### src/rtl/msp430_ram_arbiter.sv
// msp430_ram_arbiter: two-port (instruction fetch IF / data DT) front-end for the
// single-port msp430_ram. Reads return one cycle after accept through a registered
// response stage.
// Ports: ram_clk/ram_rst_n (async active-low); IF port: if_valid/if_ready/if_addr in,
// if_rsp_valid/if_rsp_data/if_rsp_err out. DT port: dt_valid/dt_ready/dt_addr/dt_we/
// dt_be/dt_wdata in, dt_rsp_valid/dt_rsp_data/dt_rsp_err out. RAM side: ram_addr/
// ram_cen/ram_wen/ram_din out, ram_dout in.
// Build option: define MSP430_RAM_ARB_RR_EN for round-robin arbitration on contention;
// otherwise DT has fixed priority over IF.
// No response backpressure: a granted request is accepted on the next edge.
module msp430_ram_arbiter #(
  parameter int AW       = 6,
  parameter int DW       = 16,
  parameter int MEM_SIZE = 256
) (
  input  logic          ram_clk,
  input  logic          ram_rst_n,
  input  logic          if_valid,
  output logic          if_ready,
  input  logic [AW:0]   if_addr,
  output logic          if_rsp_valid,
  output logic [DW-1:0] if_rsp_data,
  output logic          if_rsp_err,
  input  logic          dt_valid,
  output logic          dt_ready,
  input  logic [AW:0]   dt_addr,
  input  logic          dt_we,
  input  logic [1:0]    dt_be,
  input  logic [DW-1:0] dt_wdata,
  output logic          dt_rsp_valid,
  output logic [DW-1:0] dt_rsp_data,
  output logic          dt_rsp_err,
  output logic [AW-1:0] ram_addr,
  output logic          ram_cen,
  output logic [1:0]    ram_wen,
  output logic [DW-1:0] ram_din,
  input  logic [DW-1:0] ram_dout
);

  localparam logic [31:0] WORDS = 32'(MEM_SIZE / 2);

  logic          rdy_q;
  logic          gnt_if, gnt_dt, acc, acc_wr, in_range;
  logic [AW-1:0] sel_addr;
  logic          p_vld, p_dt, p_rd, p_err;
  logic [DW-1:0] rsp_word, if_data_q, dt_data_q;

  // Byte-address bit 0 selects nothing in a word-wide RAM.
  logic unused_addr_lsb;
  assign unused_addr_lsb = if_addr[0] ^ dt_addr[0];

  // Holds grants off for the first cycle after reset release.
  always_ff @(posedge ram_clk or negedge ram_rst_n) begin
    if (!ram_rst_n) rdy_q <= 1'b0;
    else            rdy_q <= 1'b1;
  end

`ifdef MSP430_RAM_ARB_RR_EN
  // last_dt=1 means DT won the previous accept; reset value lets IF win the first tie.
  logic last_dt;

  always_ff @(posedge ram_clk or negedge ram_rst_n) begin
    if (!ram_rst_n) last_dt <= 1'b1;
    else if (acc)   last_dt <= gnt_dt;
  end

  always_comb begin
    gnt_if = 1'b0;
    gnt_dt = 1'b0;
    if (rdy_q) begin
      if (if_valid && dt_valid) begin
        gnt_if = last_dt;
        gnt_dt = !last_dt;
      end else begin
        gnt_if = if_valid;
        gnt_dt = dt_valid;
      end
    end
  end
`else
  assign gnt_dt = rdy_q & dt_valid;
  assign gnt_if = rdy_q & if_valid & ~dt_valid;
`endif

  assign if_ready = gnt_if;
  assign dt_ready = gnt_dt;
  assign acc      = gnt_if | gnt_dt;
  assign acc_wr   = gnt_dt & dt_we;
  assign sel_addr = gnt_dt ? dt_addr[AW:1] : if_addr[AW:1];
  assign in_range = (32'(sel_addr) < WORDS);

  // Out-of-range accesses and empty-byte-enable writes are accepted but never reach the RAM.
  assign ram_addr = sel_addr;
  assign ram_din  = dt_wdata;
  assign ram_cen  = ~(acc & in_range & ~(acc_wr & (dt_be == 2'b00)));
  assign ram_wen  = (acc & in_range & acc_wr) ? ~dt_be : 2'b11;

  // Response stage: remembers who was served, whether it was a read, and range status.
  always_ff @(posedge ram_clk or negedge ram_rst_n) begin
    if (!ram_rst_n) begin
      p_vld <= 1'b0;
      p_dt  <= 1'b0;
      p_rd  <= 1'b0;
      p_err <= 1'b0;
    end else begin
      p_vld <= acc;
      p_dt  <= gnt_dt;
      p_rd  <= ~acc_wr;
      p_err <= ~in_range;
    end
  end

  // RAM output is only valid in the response cycle, so data is passed through then and
  // held in a register afterwards.
  assign rsp_word     = p_err ? '0 : ram_dout;
  assign if_rsp_valid = p_vld & ~p_dt & p_rd;
  assign dt_rsp_valid = p_vld &  p_dt & p_rd;
  assign if_rsp_err   = if_rsp_valid & p_err;
  assign dt_rsp_err   = p_vld & p_dt & p_err;
  assign if_rsp_data  = if_rsp_valid ? rsp_word : if_data_q;
  assign dt_rsp_data  = dt_rsp_valid ? rsp_word : dt_data_q;

  always_ff @(posedge ram_clk or negedge ram_rst_n) begin
    if (!ram_rst_n) begin
      if_data_q <= '0;
      dt_data_q <= '0;
    end else begin
      if (if_rsp_valid) if_data_q <= rsp_word;
      if (dt_rsp_valid) dt_data_q <= rsp_word;
    end
  end

endmodule
### config.mk
export PLATFORM = sky130hd
export DESIGN_NAME = msp430_ram_arbiter
export DESIGN_NICKNAME = d
export VERILOG_FILES = /design/src/rtl/msp430_ram_arbiter.sv
export SDC_FILE = /design/constraint.sdc
export NUM_CORES = 1
export LEC_CHECK = 0
export ABC_AREA = 1
export CAP_MARGIN = 40
export CORE_UTILIZATION = 30
export CTS_BUF_LIST = sky130_fd_sc_hd__clkbuf_8
export DETAILED_ROUTE_END_ITERATION = 6
export PLACE_DENSITY_LB_ADDON = 0.08
export SLEW_MARGIN = 20
export SYNTH_ARGS = -nofsm -noshare
export SYNTH_HDL_FRONTEND = slang
export SYNTH_SLANG_ARGS = --single-unit
### constraint.sdc
create_clock -name ram_clk -period 2.1 [get_ports ram_clk]
set_clock_uncertainty 0.05 [all_clocks]
set_input_delay 0.21 -clock ram_clk [delete_from_list [all_inputs] [get_ports ram_clk]]
set_output_delay 0.21 -clock ram_clk [all_outputs]
set_load 0.01 [all_outputs]
==> out/results.ini, run 1 <==
[run_status]
status = complete, no violations

[floorplan]
core_area_um2 = 5570
dieHeight_um = 78.3
boundaryPins = 116
start_util = 0.314
rows = 27
dieArea_um2 = 6140
die_w_um = 78.3

[worst_setup_path]
critPathKind = flip-flop to output pin
critPathMaxFanout = 9
crit_family = buffers and inverters
crit_buf_inv = 2
r2r_cells = 4
rr_endpoint = if_data_q[14]$_DFF_PN0_
timing.rr.start = p_rd$_DFF_PN0_
slowest_delay_ps = 550
r2r_setup_slack_ps = 980
critPathCaptureType = output pin
crit_cells = 5
cp.arrival_ps = 1760
cp-start-kind = flip-flop
required_ps = 1840
cp_common_cell = nand2_1
path_cells = buf_4 > nand3_4 > nand2_1 > nand2_1 > clkdlybuf4s50_1
crit_start = p_rd$_DFF_PN0_
cp-endpoint = if_rsp_data[12]
cp_slowest_cell = clkdlybuf4s50_1

[worst_hold_path]
hp-class = primary input to asynchronous set/reset pin

[cts]
htreeDepth = 2
cts_tree = built
root_buffer = clkbuf_8
cts_inserted_buffers = 5
cts.sinks = 36
insertion_delay_ps = 280
ctsLongestPathBuffers = 2
clk_pin_slew_ps = 70

[placement]
dp_hpwl_mm = 3.44
place_inst = 329
place_ws_ps = 103
port_buffers = 79
place_area_um2 = 2450
gp_congestion = 0.776

[yosys]
yosysSeqAreaShare = 0.515
synth_top_area_frac = 0.515
synth_warnings = 0
synth_cell_types = 13
synthCells = 201
synth.avg_cell_area_um2 = 8.70
yosysTopAreaCell = dfrtp_1
synth-seq-cells = 36
synthTopCellsByArea = dfrtp_1, nand2_1, nand4_1, buf_4, buf_2
syn_area_um2 = 1750

[drt]
routedWlPerCell_um = 13.5
ant_nets = 0
routed_wl_mm = 4.67
dr.first_iter.drc_count = 74
drc = 0
num_vias = 1526
vias_per_cell = 4.41
drt-pass1-iter-count = 4

[cells_and_area]
area_delta_synth_final_pct = 51.6
layoutNonFillerInstCount = 346
num_antenna_cells = 0
fin_area_um2 = 2650
layout-drive-gt1-share = 0.109
post-route-util = 0.475
nets = 326

[timing]
finalMaxSlewViolations = 0
fin_ws_ps = 76.9
period_minus_slack_ps = 2020
setup_viol = 0
hold_viol = 0
finalCritPeriodShare = 0.963
fmax_ghz = 0.494

[grt]
antenna_found_initial = 0
grt_pass1_wl_mm = 7.18
grt_usage = 0.156
grt_max_degree = 37
grt_overflow_total = 0
grt_pass1_vias = 1459

[power_and_ir_drop]
p_clk_frac = 0.240
ir_drop_mv = 0.293
leakage_nw = 1.28
combPwrFrac = 0.337
p_sw_frac = 0.286
seq_power_share = 0.423
power_density_nw_per_um2 = 765
switching_power_mw = 0.579
p_total_mw = 2.03
p_int_mw = 1.45

[flow_run]
maxCapViolCount = 0

[how the worst min path moves through the flow]
stage | startpoint | to | slack (ps) | cells after the start
after floorplan | ram_rst_n | dt_data_q[0]$_DFF_PN0_ | -140 | 0
after global placement | ram_rst_n | if_data_q[2]$_DFF_PN0_ | 300 | 1
after detailed placement | ram_rst_n | if_data_q[15]$_DFF_PN0_ | 300 | 1
after CTS | dt_wdata[0] | ram_din[0] | 370 | 0
after global routing | ram_rst_n | if_data_q[15]$_DFF_PN0_ | 190 | 2
final | ram_rst_n | if_data_q[15]$_DFF_PN0_ | 200 | 2
[synth_stat cells, drive strengths merged]
master and number:
buf 31, conb 2, dfrtp 36, inv 6, nand2 89, nand3 2
nand4 32, nor2 3
[area by class of cell]
cell class / instances / area (um2)
multi-input combinational: 130 / 612
timing repair buffer: 94 / 923
clock inverter: 2 / 7.51
inverter: 6 / 30.0
sequential: 36 / 905
fill: 556 / 2920
clock buffer: 6 / 82.6
tap: 72 / 90.1
[logic make-up (layout without fill, tap and decap cells)]
logic type / count (synthesis) / count (layout) / share of synthesized area
simple gates: 126 / 127 / 0.334
buf+inv: 37 / 108 / 0.147
flops: 36 / 36 / 0.515
other cells: 2 / 3 / 0.00430
[stage by stage]
stage,hold WS (ps),TNS [ps]
floorplan,-136,0
global placement,300,0
detailed placement,300,0
CTS,370,0
global route,194,-25.6
finish,203,0
[sequential cells by signal, summed over array words and instances, names as in the netlist]
name / count
rdy_q: 1
p_dt: 1
dt_data_q: 16
if_data_q: 16
p_vld: 1
p_rd: 1
[power by group through the flow]
stage               Combinational (mW)  Clock, mW  Sequential [mW]
CTS                              0.676      0.509            0.858
detailed placement               0.667          0            0.872
finish                           0.682      0.487            0.857
global placement                 0.668          0            0.868
floorplan                        0.317          0            0.854
global route                     0.749      0.542            0.871
[worst reg2reg max path, cell delays in order, from the launching register on]
cell and delay (ps):
dfrtp_2 470, buf_4 170, buf_4 130, nand4_1 100, nand2_1 90
[what timing repair did]
| action | in CTS | in global routing |
|---|---|---|
| setup endpoints to repair | 34 | 25 |
| gates resized for setup | 3 | 4 |
| pin swaps | 0 | 0 |
| setup buffers | 1 | 5 |
| gates cloned | 0 | 1 |
| hold buffers | 1 | 0 |
| endpoints found under the hold margin | 36 | 0 |
[placed cells by master, fill, tap and decap left out]
| master | Yosys | final |
|---|---|---|
| buf_12 | 0 | 1 |
| dlymetal6s2s_1 | 0 | 1 |
| clkdlybuf4s50_1 | 0 | 77 |
| dfrtp_2 | 0 | 3 |
| inv_1 | 4 | 6 |
| buf_2 | 7 | 1 |
| buf_4 | 21 | 11 |
| clkbuf_8 | 0 | 6 |
| inv_8 | 1 | 1 |
| nand4_1 | 32 | 32 |
| conb_1 | 2 | 3 |
| nor2_1 | 3 | 3 |
| dlygate4sd3_1 | 0 | 1 |
| buf_6 | 3 | 2 |
| nand3_4 | 2 | 3 |
| inv_2 | 1 | 1 |
| nand2_1 | 88 | 88 |
| dfrtp_1 | 36 | 33 |
| nand2_2 | 1 | 1 |
[routing by layer]
metal / vias to the layer above / GRT usage / share of wire
li1: 784 / - / -
met1: 662 / 0.190 / 0.42
met5: - / 0 / 0
met2: 64 / 0.228 / 0.46
met3: 16 / 0.0721 / 0.084
met4: 0 / 0.0833 / 0.031
(Power assumes the default switching activity.)
==> run 2: changes to the inputs <==
--- a/config.mk
+++ b/config.mk
@@ -11,7 +11,7 @@
 export CTS_BUF_LIST = sky130_fd_sc_hd__clkbuf_8
 export DETAILED_ROUTE_END_ITERATION = 6
 export PLACE_DENSITY_LB_ADDON = 0.08
-export SLEW_MARGIN = 20
+export SLEW_MARGIN = 10
 export SYNTH_ARGS = -nofsm -noshare
 export SYNTH_HDL_FRONTEND = slang
 export SYNTH_SLANG_ARGS = --single-unit
==> run 2 against run 1 <==
Against the previous run: core utilization fell by 0.36 points; final area fell by 0.76%; critical path depth did not move; via count barely moved.
==> out/results.ini, run 2 (synthesized netlist as in run 1, its figures left out) <==
[run_status]
status = complete, no violations

[grt]
grt_overflow_total = 0
grt_pass1_vias = 1459
grt_max_degree = 37
antenna_found_initial = 0
grt_pass1_wl_mm = 7.18
grt_usage = 0.156

[cells_and_area]
nFillCells = 558
reg_top3 = dt_data_q (16), if_data_q (16)
mostFrequentLayoutCells = nand2_1, clkdlybuf4s50_1, dfrtp_1, nand4_1, buf_4
layout-drive-gt1-share = 0.106
num_antenna_cells = 0
area_delta_synth_final_pct = 50.5
nets = 325
final_common_cell = nand2_1
post-route-util = 0.472

[power_and_ir_drop]
ir_drop_mv = 0.293
power_density_nw_per_um2 = 769
leakage_nw = 1.27
p_total_mw = 2.02

[flow_run]
maxCapViolCount = 0

[timing]
setup_viol = 0
finalMaxSlewViolations = 0
period_minus_slack_ps = 2020
finalCritPeriodShare = 0.962
tightest_slew_ps = 795
fmax_ghz = 0.495
hold_viol = 0
slew_headroom = 0.470

[drt]
routedWlPerCell_um = 13.6
num_vias = 1527
drt-pass1-iter-count = 4
ant_nets = 0
drc = 0
vias_per_cell = 4.43
routed_wl_mm = 4.69
dr.first_iter.drc_count = 70

[placement]
port_buffers = 79
gp_congestion = 0.776
dp_hpwl_mm = 3.44

[cts]
htreeDepth = 2
cts_inserted_buffers = 5
cts.sinks = 36
root_buffer = clkbuf_8
cts_tree = built
clk_pin_slew_ps = 60
ctsLongestPathBuffers = 2
insertion_delay_ps = 280

[floorplan]
core_area_um2 = 5570
boundaryPins = 116
rows = 27
dieArea_um2 = 6140
die_w_um = 78.3
dieHeight_um = 78.3
start_util = 0.314

[worst_hold_path]
hp-class = primary input to output pin

[worst_setup_path]
required_ps = 1840
cp-start-kind = flip-flop
critPathCaptureType = output pin
critPathKind = flip-flop to output pin
cp.arrival_ps = 1760
critPathMaxFanout = 9

## run 2: cell types whose count changed in the layout (fill, tap and decap cells not counted)
cell / before / now
buf_12: 1 / 0
## run 2: layout make-up
| type | instances | area (um2) | share of cell area |
|---|---|---|---|
| Clock inverter | 2 | 7.51 | 0.00285 |
| Tap cell | 72 | 90.1 | 0.0343 |
| Sequential cell | 36 | 905 | 0.344 |
| Inverter | 6 | 30.0 | 0.0114 |
| Multi-Input combinational cell | 130 | 612 | 0.233 |
| Timing Repair Buffer | 93 | 903 | 0.343 |
| Clock buffer | 6 | 82.6 | 0.0314 |
## run 2: repair_timing
action                                  CTS  global route
hold endpoints to repair                 36             0
gates cloned                              0             1
hold buffers                              1             0
gates resized for setup                   3             4
endpoints found under the setup margin   34            25
buffers inserted                          1             5
## run 2: critical path: stages (launching register included)
cell and delay (ps):
dfrtp_2 470, buf_4 170, nand3_4 130, nand2_1 70, nand2_1 80, clkdlybuf4s50_1 550
## run 2: power breakdown
part	switching (mW)	internal, mW	leakage (nW)
Clock	0.230	0.257	0.0538
Sequential	0.0401	0.817	0.435
Combinational	0.309	0.369	0.781
## run 2: path summary, 6_finish.rpt
check | startpoint | end | slack, ps | cells past startpoint
setup / recovery | p_rd$_DFF_PN0_ | if_rsp_data[12] | 80 | 5
hold / removal | dt_wdata[0] | ram_din[0] | 370 | 0
setup reg to reg | p_rd$_DFF_PN0_ | if_data_q[14]$_DFF_PN0_ | 980 | 4
hold reg to reg | if_data_q[1]$_DFF_PN0_ | if_data_q[1]$_DFF_PN0_ | 420 | 2
max in group asynchronous | ram_rst_n | p_rd$_DFF_PN0_ | 950 | 2
min in group asynchronous | ram_rst_n | if_data_q[11]$_DFF_PN0_ | 490 | 2
## run 2: per-layer routing
| metal | share of wire | up-vias | track usage |
|---|---|---|---|
| met5 | 0 | - | 0 |
| met4 | 0.031 | 0 | 0.0833 |
| met1 | 0.42 | 661 | 0.190 |
| met3 | 0.086 | 16 | 0.0721 |
| li1 | - | 780 | - |
| met2 | 0.46 | 70 | 0.228 |
## run 2: through the flow
stage | setup TNS (ps) | setup WS, ps | instance area (um2) | instances | hold WS (ps)
2_1_floorplan | 0 | 913 | 1750 | 202 | -136
6_report | 0 | 79.3 | 2630 | 345 | 370
4_1_cts | 0 | 31.5 | 2560 | 339 | 370
3_3_place_gp | 0 | 117 | 2450 | 329 | 300
3_5_place_dp | 0 | 103 | 2450 | 329 | 300
5_1_grt | -25.6 | -8.38 | 2630 | 345 | 370
==> run 3: changes to the inputs <==
--- a/config.mk
+++ b/config.mk
@@ -7,6 +7,7 @@
 export LEC_CHECK = 0
 export ABC_AREA = 1
 export CAP_MARGIN = 40
+export CORE_ASPECT_RATIO = 0.5
 export CORE_UTILIZATION = 30
 export CTS_BUF_LIST = sky130_fd_sc_hd__clkbuf_8
 export DETAILED_ROUTE_END_ITERATION = 6
==> run 3 against run 2 <==
Against the previous run: cell count down 1.2%; critical path depth down 1; final area up 0.57%; register-to-register slack worse by 40 ps; routed wire length down 3.0%; die area up 0.31%; global-route usage down 0.50 points; sequential power about the same; first-iteration DRC count up 46%; maximum frequency down 0.82%; critical endpoint is now dt_rsp_data[7].
==> out/results.ini, run 3 (synthesized netlist as in run 1, its figures left out) <==
[cells_and_area]
final_common_cell = nand2_1
num_antenna_cells = 0
area_delta_synth_final_pct = 51.3
mostFrequentLayoutCells = nand2_1, clkdlybuf4s50_1, dfrtp_1, nand4_1, dlymetal6s2s_1
layoutNonFillerInstCount = 341
nets = 320
nFillCells = 562
fin_area_um2 = 2650
layout-drive-gt1-share = 0.0858
seq_area_um2 = 903
reg_top3 = dt_data_q (16), if_data_q (16)
multi_input_area_um2 = 612

[flow_run]
maxCapViolCount = 0

[timing]
finalCritPeriodShare = 0.970
tightest_slew_ps = 789
rsz0062_at_grt = true
finalMaxSlewViolations = 0
slew_headroom = 0.474
finalSetupTns_ps = 0
hold_viol = 0
setup_viol = 0
fmax_ghz = 0.491
period_minus_slack_ps = 2040

[cts]
insertion_delay_ps = 280
htreeDepth = 2
ctsLongestPathBuffers = 2
cts_inserted_buffers = 5
cts.sinks = 36
root_buffer = clkbuf_8
cts_tree = built
clk_pin_slew_ps = 70

[drt]
routedWlPerCell_um = 13.4
drt-pass1-iter-count = 4
ant_nets = 0
routed_wl_mm = 4.55
dr.first_iter.drc_count = 102
drc = 0
num_vias = 1566
vias_per_cell = 4.59

[worst_setup_path]
required_ps = 1840
critPathMaxFanout = 20
cp_slowest_cell = dfrtp_2
cp-start-kind = flip-flop
r2r_setup_slack_ps = 940
cp.arrival_ps = 1780
slowest_delay_ps = 540
timing.rr.start = p_dt$_DFF_PN0_
path_cells = buf_12 > nand4_1 > nand2_1 > clkdlybuf4s50_1
critPathCaptureType = output pin
critPathKind = flip-flop to output pin
rr_endpoint = if_data_q[0]$_DFF_PN0_
r2r_cells = 5

[grt]
grt_pass1_vias = 1433
grt_pass1_wl_mm = 7.02
antenna_found_initial = 0
grt_max_degree = 37
grt_overflow_total = 0
grt_usage = 0.151

[placement]
port_buffers = 79
gp_congestion = 0.728
place_inst = 329
place_area_um2 = 2470
dp_hpwl_mm = 3.43

[floorplan]
boundaryPins = 116
dieArea_um2 = 6150
dieHeight_um = 56.0
die_w_um = 110
start_util = 0.316
core_area_um2 = 5540
rows = 19

[worst_hold_path]
hp-class = primary input to output pin
hp-start = dt_wdata[0]
holdPathStages = 0
holdPathEnd = ram_din[0]

[power_and_ir_drop]
leakage_nw = 1.38
power_density_nw_per_um2 = 757
p_total_mw = 2.00
ir_drop_mv = 0.317

[run_status]
status = complete, no violations

## run 3: metal layers
| metal | part of all wire | up-vias | GRT usage |
|---|---|---|---|
| li1 | - | 772 | - |
| met1 | 0.41 | 726 | 0.180 |
| met2 | 0.48 | 63 | 0.250 |
| met3 | 0.10 | 5 | 0.0574 |
| met4 | 0.010 | 0 | 0.0514 |
| met5 | 0 | - | 0 |
## run 3: how the worst max path moves through the flow
stage	start	end	slack, ps
6_report	p_rd$_DFF_PN0_	dt_rsp_data[7]	60
5_1_grt	p_dt$_DFF_PN0_	if_rsp_data[12]	-20
4_1_cts	p_dt$_DFF_PN0_	if_rsp_data[0]	10
3_5_place_dp	dt_valid	ram_addr[5]	90
3_3_place_gp	dt_valid	ram_addr[5]	120
2_1_floorplan	p_dt$_DFF_PN0_	if_rsp_data[10]	910
## run 3: stage by stage
step	setup WS, ps	utilization	hold WS, ps
2_1_floorplan	913	-	-136
3_3_place_gp	123	0.446	290
3_5_place_dp	91.0	0.446	295
4_1_cts	14.1	0.468	370
5_1_grt	-24.0	0.478	370
6_report	62.5	0.478	370
## run 3: report_power, final
| group | total, mW | internal (mW) | switching, mW |
|---|---|---|---|
| logic | 0.655 | 0.357 | 0.298 |
| clock network | 0.490 | 0.258 | 0.232 |
| registers | 0.858 | 0.817 | 0.0408 |
| total | 2.00 | 1.43 | 0.571 |
## run 3: what timing repair did
action / in CTS / in global routing
setup buffers: 0 / 2
hold endpoints to repair: 36 / 0
cloned: 1 / 0
pin swaps: 0 / 0
hold buffers: 1 / 0
resized for setup: 3 / 14
endpoints found under the setup margin: 33 / 33
## run 3: critical path: cells and delay by family, from the launching register on
family	cells	cell delay [ps]
flops	1	540
buf+inv	2	720
simple gates	2	220
## run 3: cell type report
cell class,count,area share
Multi-Input combinational cell,130,0.231
Timing Repair Buffer,88,0.347
Sequential cell,36,0.342
Clock buffer,6,0.0312
Inverter,6,0.0114
Tap cell,73,0.0345
Clock inverter,2,0.00284
